$ cat src/rtl/comp_unit_seq.sv
// comp_unit_seq: multi-cycle wide-operand comparator / set-on-condition unit.
// Compares A and B one CHUNK at a time from the most significant end and stops
// at the first differing chunk, then decodes the latched condition into z.
module comp_unit_seq #(
    parameter int WIDTH = 32,
    parameter int CHUNK = 8,
    parameter int OUT_W = 32
) (
    input  logic             clk,
    input  logic             rst,
    input  logic             start,
    input  logic [WIDTH-1:0] a,
    input  logic [WIDTH-1:0] b,
    input  logic [2:0]       ctrl,
    input  logic             sgn,
    output logic             busy,
    output logic             done,
    output logic [OUT_W-1:0] z,
    output logic             grtr,
    output logic             eql
);

    localparam int N     = WIDTH / CHUNK;
    localparam int IDX_W = (N > 1) ? $clog2(N) : 1;
    localparam int SH_W  = (WIDTH > 1) ? $clog2(WIDTH) : 1;
    localparam logic [IDX_W-1:0] IDX_TOP = IDX_W'(N - 1);

    typedef enum logic [1:0] {
        S_IDLE,
        S_RUN,
        S_DONE
    } state_t;

    state_t           state_q;
    state_t           state_d;
    logic [IDX_W-1:0] idx_q;
    logic [WIDTH-1:0] a_q;
    logic [WIDTH-1:0] b_q;
    logic [2:0]       ctrl_q;
    logic             sgn_q;

    logic             accept;
    logic [SH_W-1:0]  shamt;
    logic [CHUNK-1:0] chunk_a;
    logic [CHUNK-1:0] chunk_b;
    logic             chunk_diff;
    logic             chunk_last;
    logic             decide;
    logic             dec_grtr;
    logic             dec_eql;

    // Condition decode from the final ordering flags; ctrl[1] is ignored for eq/ne.
    function automatic logic cond_eval(input logic [2:0] c, input logic g, input logic e);
        logic r;
        r = 1'b0;
        if (c[2]) begin
            r = c[0] ? !e : e;
        end else begin
            case (c[1:0])
                2'b00:   r = !g && !e;
                2'b01:   r = !g;
                2'b10:   r = g;
                default: r = g || e;
            endcase
        end
        return r;
    endfunction

    // Start is honoured only when no compare is running.
    assign accept = start && ((state_q == S_IDLE) || (state_q == S_DONE));

    // Select the current chunk; in signed mode flipping the sign bit of the top
    // chunk turns two's-complement ordering into plain unsigned ordering.
    always_comb begin
        shamt   = SH_W'(32'(idx_q) * 32'(CHUNK));
        chunk_a = a_q[shamt +: CHUNK];
        chunk_b = b_q[shamt +: CHUNK];
        if (sgn_q && (idx_q == IDX_TOP)) begin
            chunk_a[CHUNK-1] = ~chunk_a[CHUNK-1];
            chunk_b[CHUNK-1] = ~chunk_b[CHUNK-1];
        end
        chunk_diff = (chunk_a != chunk_b);
        chunk_last = (idx_q == '0);
        decide     = (state_q == S_RUN) && (chunk_diff || chunk_last);
        dec_grtr   = (chunk_a > chunk_b);
        dec_eql    = !chunk_diff;
    end

    // Next-state logic: RUN until a decision, DONE for one cycle, optional back-to-back.
    always_comb begin
        state_d = state_q;
        case (state_q)
            S_IDLE:  if (start) state_d = S_RUN;
            S_RUN:   if (decide) state_d = S_DONE;
            S_DONE:  state_d = start ? S_RUN : S_IDLE;
            default: state_d = S_IDLE;
        endcase
    end

    // Control state, chunk index and the registered result flags.
    always_ff @(posedge clk or posedge rst) begin
        if (rst) begin
            state_q <= S_IDLE;
            idx_q   <= IDX_TOP;
            ctrl_q  <= 3'b000;
            sgn_q   <= 1'b0;
            z       <= '0;
            grtr    <= 1'b0;
            eql     <= 1'b0;
        end else begin
            state_q <= state_d;
            if (accept) begin
                idx_q  <= IDX_TOP;
                ctrl_q <= ctrl;
                sgn_q  <= sgn;
            end else if ((state_q == S_RUN) && !decide) begin
                idx_q <= idx_q - 1'b1;
            end
            if (decide) begin
                grtr <= dec_grtr;
                eql  <= dec_eql;
                z    <= {{(OUT_W-1){1'b0}}, cond_eval(ctrl_q, dec_grtr, dec_eql)};
            end
        end
    end

    // Operand capture; pure datapath, so no reset needed.
    always_ff @(posedge clk) begin
        if (accept) begin
            a_q <= a;
            b_q <= b;
        end
    end

    assign busy = (state_q == S_RUN);
    assign done = (state_q == S_DONE);

endmodule

$ cat config.mk
export PLATFORM = sky130hd
export DESIGN_NAME = comp_unit_seq
export DESIGN_NICKNAME = d
export VERILOG_FILES = /design/src/rtl/comp_unit_seq.sv
export SDC_FILE = /design/constraint.sdc
export NUM_CORES = 1
export LEC_CHECK = 0
export ABC_AREA = 1
export CAP_MARGIN = 20
export CORE_UTILIZATION = 46
export DETAILED_ROUTE_END_ITERATION = 10
export PLACE_DENSITY_LB_ADDON = 0.05
export SLEW_MARGIN = 20
export SYNTH_ARGS = -nofsm -noshare
export SYNTH_HDL_FRONTEND = slang
export SYNTH_SLANG_ARGS = --single-unit
$ cat constraint.sdc
create_clock -name clk -period 2.4 [get_ports clk]
set_clock_uncertainty 0.05 [all_clocks]
set_input_delay 0.24 -clock clk [delete_from_list [all_inputs] [get_ports clk]]
set_output_delay 0.24 -clock clk [all_outputs]
set_load 0.01 [all_outputs]
## After elaboration in Yosys (flattened, before gate mapping)

Cells that the tools add are included.

| operators by class | value |
|---|---|
| add/sub/neg operators | 1 |
| $lt $le $gt $ge | 1 |
| eq/ne operators | 8 |
| shifts and indexed selects | 2 |
| multiplexer cells | 11 |
| bitwise logic cells | 2 |
| reductions and logical operators | 16 |

Operators with widths:

| kind | number |
|---|---|
| $shiftx 32x6->8 | 2 |
| $gt 8x8->1 | 1 |
| $mux 2 | 4 |
| $ne 8x8->1 | 1 |
| $eq 2x2->1 const B | 3 |
| $logic_not 2->1 | 3 |
| $pmux 2 s3 | 1 |
| $logic_and 1x1->1 | 5 |
| $mux 1 | 5 |
| $eq 2x1->1 const B | 2 |
| $logic_not 1->1 | 3 |
| $logic_or 1x1->1 | 3 |
| $pmux 1 s3 | 1 |
| $ne 2x1->1 const B | 1 |
| $ne 2x2->1 const B | 1 |
| $not 1->1 | 2 |
| $reduce_and 2->1 | 1 |
| $reduce_bool 2->1 | 1 |
| $sub 2x1->2 const B | 1 |

| word-level totals | value |
|---|---|
| register bits | 75 |
| input bits | 71 |

## Longest topological paths before layout

Gate-level depths: netlist (run 1).

| depth | value |
|---|---|
| word-level depth | 10 |
| gate-level depth with buffers | 17 |
| depth with buffers taken out | 15 |

## Worst setup path after synthesis (run 1)

OpenSTA, ideal clock, no wires.

| timing path | value |
|---|---|
| path kind | flip-flop to flip-flop |
| start | reg idx_q[0] |
| end | reg z[0] |
| setup time | 119 ps |
| data arrival time | 2003 ps |
| data required time | 2231 ps |
| slack | 228 ps |
| stages on the path, launching flop included | 14 |
| path buffers | 1 |
| period minus slack after synthesis | 2172 ps |
| cell sequence | dfstp_2 > buf_2 > inv_2 > o21ai_0 > o22ai_1 > xor2_1 > ha_1 > nand2_2 > nor2_4 > nand2_4 > o21ai_4 > inv_2 > nor2_2 > a21oi_2 |

| on the way | value |
|---|---|
| word-level cells in the longest chain between the ends | 8 |
| elaborated cells on any way between the ends | 20 |
| those cells by class | order compare (1); eq/ne (2); shift (2); mux (5); bitwise (2); reduce/logical (8) |

Ends and longest elaborated chain:

| item | line | source |
|---|---|---|
| from (decl) | 36 | `logic [IDX_W-1:0] idx_q;` |
| from (signal assigned) | 117 | `idx_q <= idx_q - 1'b1;` |
| $shiftx 32x6->8, or another cell as far along | 76 | `chunk_a = a_q[shamt +: CHUNK];` |
| $not 1->1, or another cell as far along | 79 | `chunk_a[CHUNK-1] = ~chunk_a[CHUNK-1];` |
| $mux 1 | 78 | `if (sgn_q && (idx_q == IDX_TOP)) begin` |
| $gt 8x8->1 / $ne 8x8->1 (equally long branches) | 85, 82 |  |
| $logic_not 1->1 (on tied branches) | 60, 61, 86 |  |
| $logic_and 1x1->1 / $logic_or 1x1->1 (equally long branches) | 60, 63 |  |
| $pmux 1 s3 | 59 | `case (c[1:0])` |
| $mux 1 | 56 | `if (c[2]) begin` |
| to (signal assigned) | 122 | `z <= {{(OUT_W-1){1'b0}}, cond_eval(ctrl_q, dec_grtr, dec_eql)};` |
| to (decl) | 18 | `output logic [OUT_W-1:0] z,` |

Several ways; a longest one is shown, not always the timed one.
A chain may end at the register's enable or synchronous reset.

## Final worst setup path (run 1)

Ends and elaborated chain as after synthesis.

==> results.sh, run 1 <==
export IMPL_period_minus_slack_ns=2.428
export IMPL_drtPass1Iterations=4
export IMPL_synth_cells=278
export IMPL_hold_violations=0
export IMPL_failed_checks="setup timing"
export IMPL_area_growth_synth_to_final_pct=36.38
export IMPL_r2r_start="idx_q[0]"
export IMPL_cts_buffers=9
export IMPL_fin_setup_tns_ns=-0.04549
export IMPL_powerDensity_nw_per_um2=742.8
export IMPL_crit_type="reg2reg"
export IMPL_swShare_pct=28.10
export IMPL_wl_mm=6.678
export IMPL_p_leak_nw=1.822
export IMPL_cp_required_ns=2.58
export IMPL_clock_latency_ns=0.34
export IMPL_crit_arrival_ns=2.61
export IMPL_finalWorstSetupSlack_ns=-0.02830
export IMPL_p_sw_mw=0.9674
export IMPL_gp_congestion=0.7499
export IMPL_tritoncts="built"
export IMPL_finalSetupViolCount=2
export IMPL_portBuffers=75
export IMPL_first_iter_violations=122
export IMPL_clockPowerShare_pct=28.1
export IMPL_synth_area_top_cells="edfxtp_1, buf_4, dfrtp_1, nand2_1, ha_1"
export IMPL_die_x_um=87.95
export IMPL_r2r_cells=12
export IMPL_grtUsageTotal_pct=17.00
export IMPL_grt_pass1_wl_mm=9.446
export IMPL_use_met2_pct=26.78
export IMPL_grt_max_degree=41
export IMPL_gr_total_overflow=0
export IMPL_pwr_share_seq_pct=45.6
export IMPL_ys_ff_latch=75
export IMPL_drive_gt1_share_pct=19.20
export IMPL_core_area_um2=6982
export IMPL_grt_util_met3_pct=5.938
export IMPL_whs_ns=0.1587
export IMPL_dpl_hpwl_mm=4.287
export IMPL_dieArea_um2=7735
export IMPL_drv_cap=0
export IMPL_synth_area_um2=3398
export IMPL_ir_drop_v=0.0004083
export IMPL_p_comb_share_pct=26.4
export IMPL_clockBufferDepth=2
export IMPL_startpoint="idx_q[0]"
export IMPL_ys_seq_area_share_pct=64.73
export IMPL_regToRegEndpoint="z[0]"
export IMPL_clk_pin_slew_ns=0.08
export IMPL_busiest_layer="met2"
export IMPL_cts_root_buf="clkbuf_8"
export IMPL_start_kind="register"
export IMPL_worst_pin_slew_ns=0.5023
export IMPL_cts_sinks=75
export IMPL_diodes=0
export IMPL_fin_nets=451
export IMPL_min_path_type="in2async"
export IMPL_htree_num_levels=3
export IMPL_status="complete, but fails checks"
export IMPL_num_vias=2230
export IMPL_path_max_fanout=7
export IMPL_fp_row_count=30
export IMPL_p_int_mw=2.475
export IMPL_final_common_cell="clkdlybuf4s50_1"
export IMPL_fin_area_um2=4634
export IMPL_initial_core_util_pct=48.67
export IMPL_die_y_um=87.95
export IMPL_antenna_found_initial=0
export IMPL_drtAntennaViolNets=0
export IMPL_mostFrequentLayoutCells="clkdlybuf4s50_1, edfxtp_1, nand2_1, conb_1, nor2_1"
export IMPL_cts_hold_buffers=0
export IMPL_wl_per_cell_um=14.18
export IMPL_grt_pass1_vias=1982
export IMPL_synth_top_area_share_pct=56.55
export IMPL_ys_types=30
export IMPL_placed_area_um2=4177
export IMPL_min_period_over_period_pct=101.2
export IMPL_max_clock_freq_ghz=0.4118
export IMPL_final_max_slew_viol_count=0
export IMPL_use_met1_pct=22.17
export IMPL_io_pins=107
export IMPL_relSlewSlack_pct=66.51
export IMPL_via_per_inst=4.735
export IMPL_avgSynthCellArea_um2=12.22
export IMPL_yosysWarnings=0
export IMPL_drc=0
export IMPL_crit_path_end_kind="register"
export IMPL_yosys_area_top_type="edfxtp_1"
export IMPL_r2r_setup_slack_ns=-0.03
export IMPL_rsz0062_at_grt="true"
-- area by class of cell --
cell class | count | area, um2
multi-input combinational | 178 | 1081
sequential | 75 | 2200
tap | 96 | 120.1
clock inverter | 6 | 72.57
clock buffer | 10 | 127.6
timing repair buffer | 92 | 978.4
inverter | 14 | 55.05
fill | 538 | 2347
-- flip-flops by register name, summed over array words and instances (netlist names) --
register and cells:
b_q 32, sgn_q 1, grtr 1, eql 1, idx_q 2, ctrl_q 3
state_q 2, a_q 32, z 1
-- worst max path at each step --
stage	endpoint	slack, ns	cells past startpoint
finish	z[0]	-0.03	12
global route	z[0]	-0.10	12
CTS	z[0]	0.03	12
detailed placement	z[0]	0.05	12
global placement	idx_q[0]	0.1	13
floorplan	z[0]	0.23	13
-- synth_stat cells --
master    count
inv_2         3
conb_1        1
a21oi_1      10
dfstp_2       2
dfrtp_1       9
edfxtp_1     64
inv_1        11
nand2_4       1
buf_2         5
nand3_1       4
buf_4        34
o21ai_4       1
nor2_1       21
nor2_4        2
a21oi_2       2
nand2_2       5
o21ai_1       2
nor2_8        1
o22ai_1       9
xnor2_1       1
o21ai_0      21
nand2_1      44
o21ai_2       2
nor2_2        2
a32o_1        7
ha_1         10
a21o_1        1
xor2_1        1
buf_1         1
clkbuf_1      1
-- metrics by stage --
stage,util (%),worst slack [ns],total power [mW],std cells
finish,66.38,-0.02830,3.442,471
global route,66.38,-0.1025,3.619,471
CTS,62.69,0.02791,3.267,460
detailed placement,59.82,0.04791,2.305,444
global placement,59.82,0.09768,2.296,444
floorplan,-,0.2282,2.077,308
-- worst max-delay path, cell delays in order (launching register included) --
cell and delay (ns):
dfstp_2 0.60, buf_12 0.15, clkbuf_16 0.15, nand2_1 0.05, a32o_1 0.25, ha_1 0.32
nand2_4 0.07, nor2_4 0.14, nand2_4 0.09, o21ai_4 0.22, inv_2 0.07, nor2_2 0.12
a21oi_2 0.03
-- power by group through the flow --
| stage | registers, mW | logic (mW) | clock network [mW] |
|---|---|---|---|
| after floorplan | 1.59 | 0.488 | 0 |
| final | 1.57 | 0.907 | 0.966 |
| after CTS | 1.57 | 0.711 | 0.986 |
| after global placement | 1.60 | 0.699 | 0 |
| after detailed placement | 1.60 | 0.707 | 0 |
| after global routing | 1.58 | 0.992 | 1.05 |
-- routing by layer --
layer	wire length [um]	part of all wire, %
met1	2977	45
met2	3280	49
met3	367	5.5
met4	53	0.79
met5	0	0
-- timing repair --
item / 4_1_cts / 5_1_grt
setup endpoints to repair: 0 / 7
setup buffers: 0 / 8
resized for setup: 0 / 31
-- kinds of logic after synthesis --
group | share of synthesized area, %
AO/OA/AOI/OAI | 10.31
XOR/XNOR | 0.5156
adder cells (fa/ha/maj) | 3.682
buffers and inverters | 10.01
flip-flops | 64.73
other | 0.1104
AND/OR/NAND/NOR | 10.64
Power figures use the tool's default switching activity.
==> run 2: changes to the inputs <==
--- a/config.mk
+++ b/config.mk
@@ -6,7 +6,9 @@
 export NUM_CORES = 1
 export LEC_CHECK = 0
 export ABC_AREA = 1
+export ABC_CLOCK_PERIOD_IN_PS = 2400
 export CAP_MARGIN = 20
+export CORE_ASPECT_RATIO = 1.2
 export CORE_UTILIZATION = 46
 export DETAILED_ROUTE_END_ITERATION = 10
 export PLACE_DENSITY_LB_ADDON = 0.05
==> run 2 against run 1 <==
Against the previous run:
- the flow now finishes without violations
- first-iteration DRC count is 29% lower
- wire length is 5.9% lower
- core utilization is 1.8 points lower
- die area about the same
- non-clock buffer count decreased by 4
- register-to-register slack better by 0.09 ns
- critical path depth is 1 lower
- largest cell class unchanged
==> results.sh, run 2 (synthesized netlist as in run 1, its figures left out) <==
export IMPL_gr_total_overflow=0
export IMPL_drc=0
export IMPL_drtPass1Iterations=4
export IMPL_tritoncts="built"
export IMPL_seqCellArea_um2=2200
export IMPL_die_x_um=80.46
export IMPL_wl_mm=6.284
export IMPL_area_growth_synth_to_final_pct=32.70
export IMPL_pre_cts_ws_ns=0.03838
export IMPL_period_minus_slack_ns=2.338
export IMPL_wl_per_cell_um=13.75
export IMPL_hold_violations=0
export IMPL_clock_latency_ns=0.34
export IMPL_cts_sinks=75
export IMPL_via_per_inst=4.788
export IMPL_cts_root_buf="clkbuf_8"
export IMPL_io_pins=107
export IMPL_portBuffers=75
export IMPL_rsz0062_at_grt="true"
export IMPL_clockBufferDepth=2
export IMPL_ir_drop_v=0.0004699
export IMPL_die_y_um=96.16
export IMPL_min_period_over_period_pct=97.40
export IMPL_mostFrequentLayoutCells="clkdlybuf4s50_1, edfxtp_1, nand2_1, conb_1, nor2_1"
export IMPL_htree_num_levels=3
export IMPL_finalWorstSetupSlack_ns=0.06250
export IMPL_final_max_slew_viol_count=0
export IMPL_cts_hold_buffers=0
export IMPL_grt_util_met3_pct=4.076
export IMPL_crit_path_end_kind="register"
export IMPL_fin_nets=447
export IMPL_status="finished clean"
export IMPL_diodes=0
export IMPL_min_path_type="in2async"
export IMPL_num_vias=2188
export IMPL_drv_cap=0
export IMPL_multi_input_area_um2=1035
export IMPL_finalSetupViolCount=0
export IMPL_start_kind="register"
export IMPL_core_area_um2=6978
export IMPL_crit_arrival_ns=2.53
export IMPL_fp_row_count=33
export IMPL_max_clock_freq_ghz=0.4278
export IMPL_gp_congestion=0.7285
export IMPL_path_max_fanout=10
export IMPL_drive_gt1_share_pct=15.68
export IMPL_crit_type="reg2reg"
export IMPL_grt_pass1_vias=2113
export IMPL_drtAntennaViolNets=0
export IMPL_use_met2_pct=27.68
export IMPL_cp_required_ns=2.59
export IMPL_dieArea_um2=7737
export IMPL_grt_max_degree=73
export IMPL_cts_buffers=9
export IMPL_grt_pass1_wl_mm=9.687
export IMPL_initial_core_util_pct=48.70
export IMPL_grtUsageTotal_pct=17.53
export IMPL_first_iter_violations=87
export IMPL_use_met1_pct=20.85
export IMPL_clk_pin_slew_ns=0.08
export IMPL_dpl_hpwl_mm=4.403
export IMPL_p_leak_nw=1.767
export IMPL_fillCellCount=555
export IMPL_powerDensity_nw_per_um2=743.5
export IMPL_largestRegisters="a_q (32), b_q (32), ctrl_q (3)"
export IMPL_fin_setup_tns_ns=0
export IMPL_final_common_cell="clkdlybuf4s50_1"
export IMPL_busiest_layer="met2"
export IMPL_antenna_found_initial=0
-- run 2: cell count changes in the layout (fill, tap and decap cells not counted), sizes merged --
cell	delta
buf	-3
clkbuf	-2
clkinv	+1
inv	-2
bufinv	+1
-- run 2: cell type report --
type	instances	share of cell area (%)
clock buffer	9	2.747
clock inverter	6	1.804
inverter	14	1.221
multi-input combinational	178	22.95
sequential	75	48.78
tap	87	2.414
timing repair buffer	88	20.09
-- run 2: worst paths after layout --
check	start	end	slack, ns	cells past startpoint
hold reg to reg	sgn_q	sgn_q	0.44	2
min in group clk	b[25]	b_q[25]	0.40	1
setup reg to reg	idx_q[1]	z[0]	0.06	11
setup / recovery	idx_q[1]	z[0]	0.06	11
hold / removal	rst	grtr	0.13	2
max in group asynchronous	rst	idx_q[1]	1.85	2
-- run 2: worst max-delay path, cell delays in order, from the launching register on --
cell     delay (ns)
dfstp_2        0.63
inv_4          0.09
buf_12         0.15
a32o_2         0.29
ha_4           0.28
nand2_2        0.07
nor2_4         0.14
nand2_4        0.10
o21ai_4        0.22
inv_2          0.06
nor2_2         0.11
a21oi_2        0.03
-- run 2: repair_timing --
item	4_1_cts	5_1_grt
setup endpoints to repair	0	5
resized for setup	0	23
endpoints found under the hold margin	0	0
setup buffers	0	4
-- run 2: metrics by stage --
| stage | power (mW) | instance area [um2] | util, % | hold WS (ns) | std cells |
|---|---|---|---|---|---|
| 6_report | 3.353 | 4509 | 64.62 | 0.1302 | 457 |
| 5_1_grt | 3.540 | 4509 | 64.62 | 0.1563 | 457 |
| 4_1_cts | 3.304 | 4373 | 62.67 | 0.1366 | 452 |
| 3_5_place_dp | 2.299 | 4168 | 59.73 | 0.4226 | 437 |
| 3_3_place_gp | 2.290 | 4168 | 59.73 | 0.4187 | 437 |
| 2_1_floorplan | 2.077 | 3511 | - | 0.04101 | 308 |
-- run 2: power breakdown --
group	switching [mW]	total (mW)	internal, mW
sequential	0.0442	1.57	1.53
clock	0.436	1.01	0.572
combinational	0.396	0.775	0.379
-- run 2: per-layer routing --
layer	share of wire [%]	up-vias	wire (um)
met5	0	-	0
met1	42	1012	2632
li1	-	1086	-
met2	51	76	3179
met4	2.9	0	181
met3	4.6	14	290
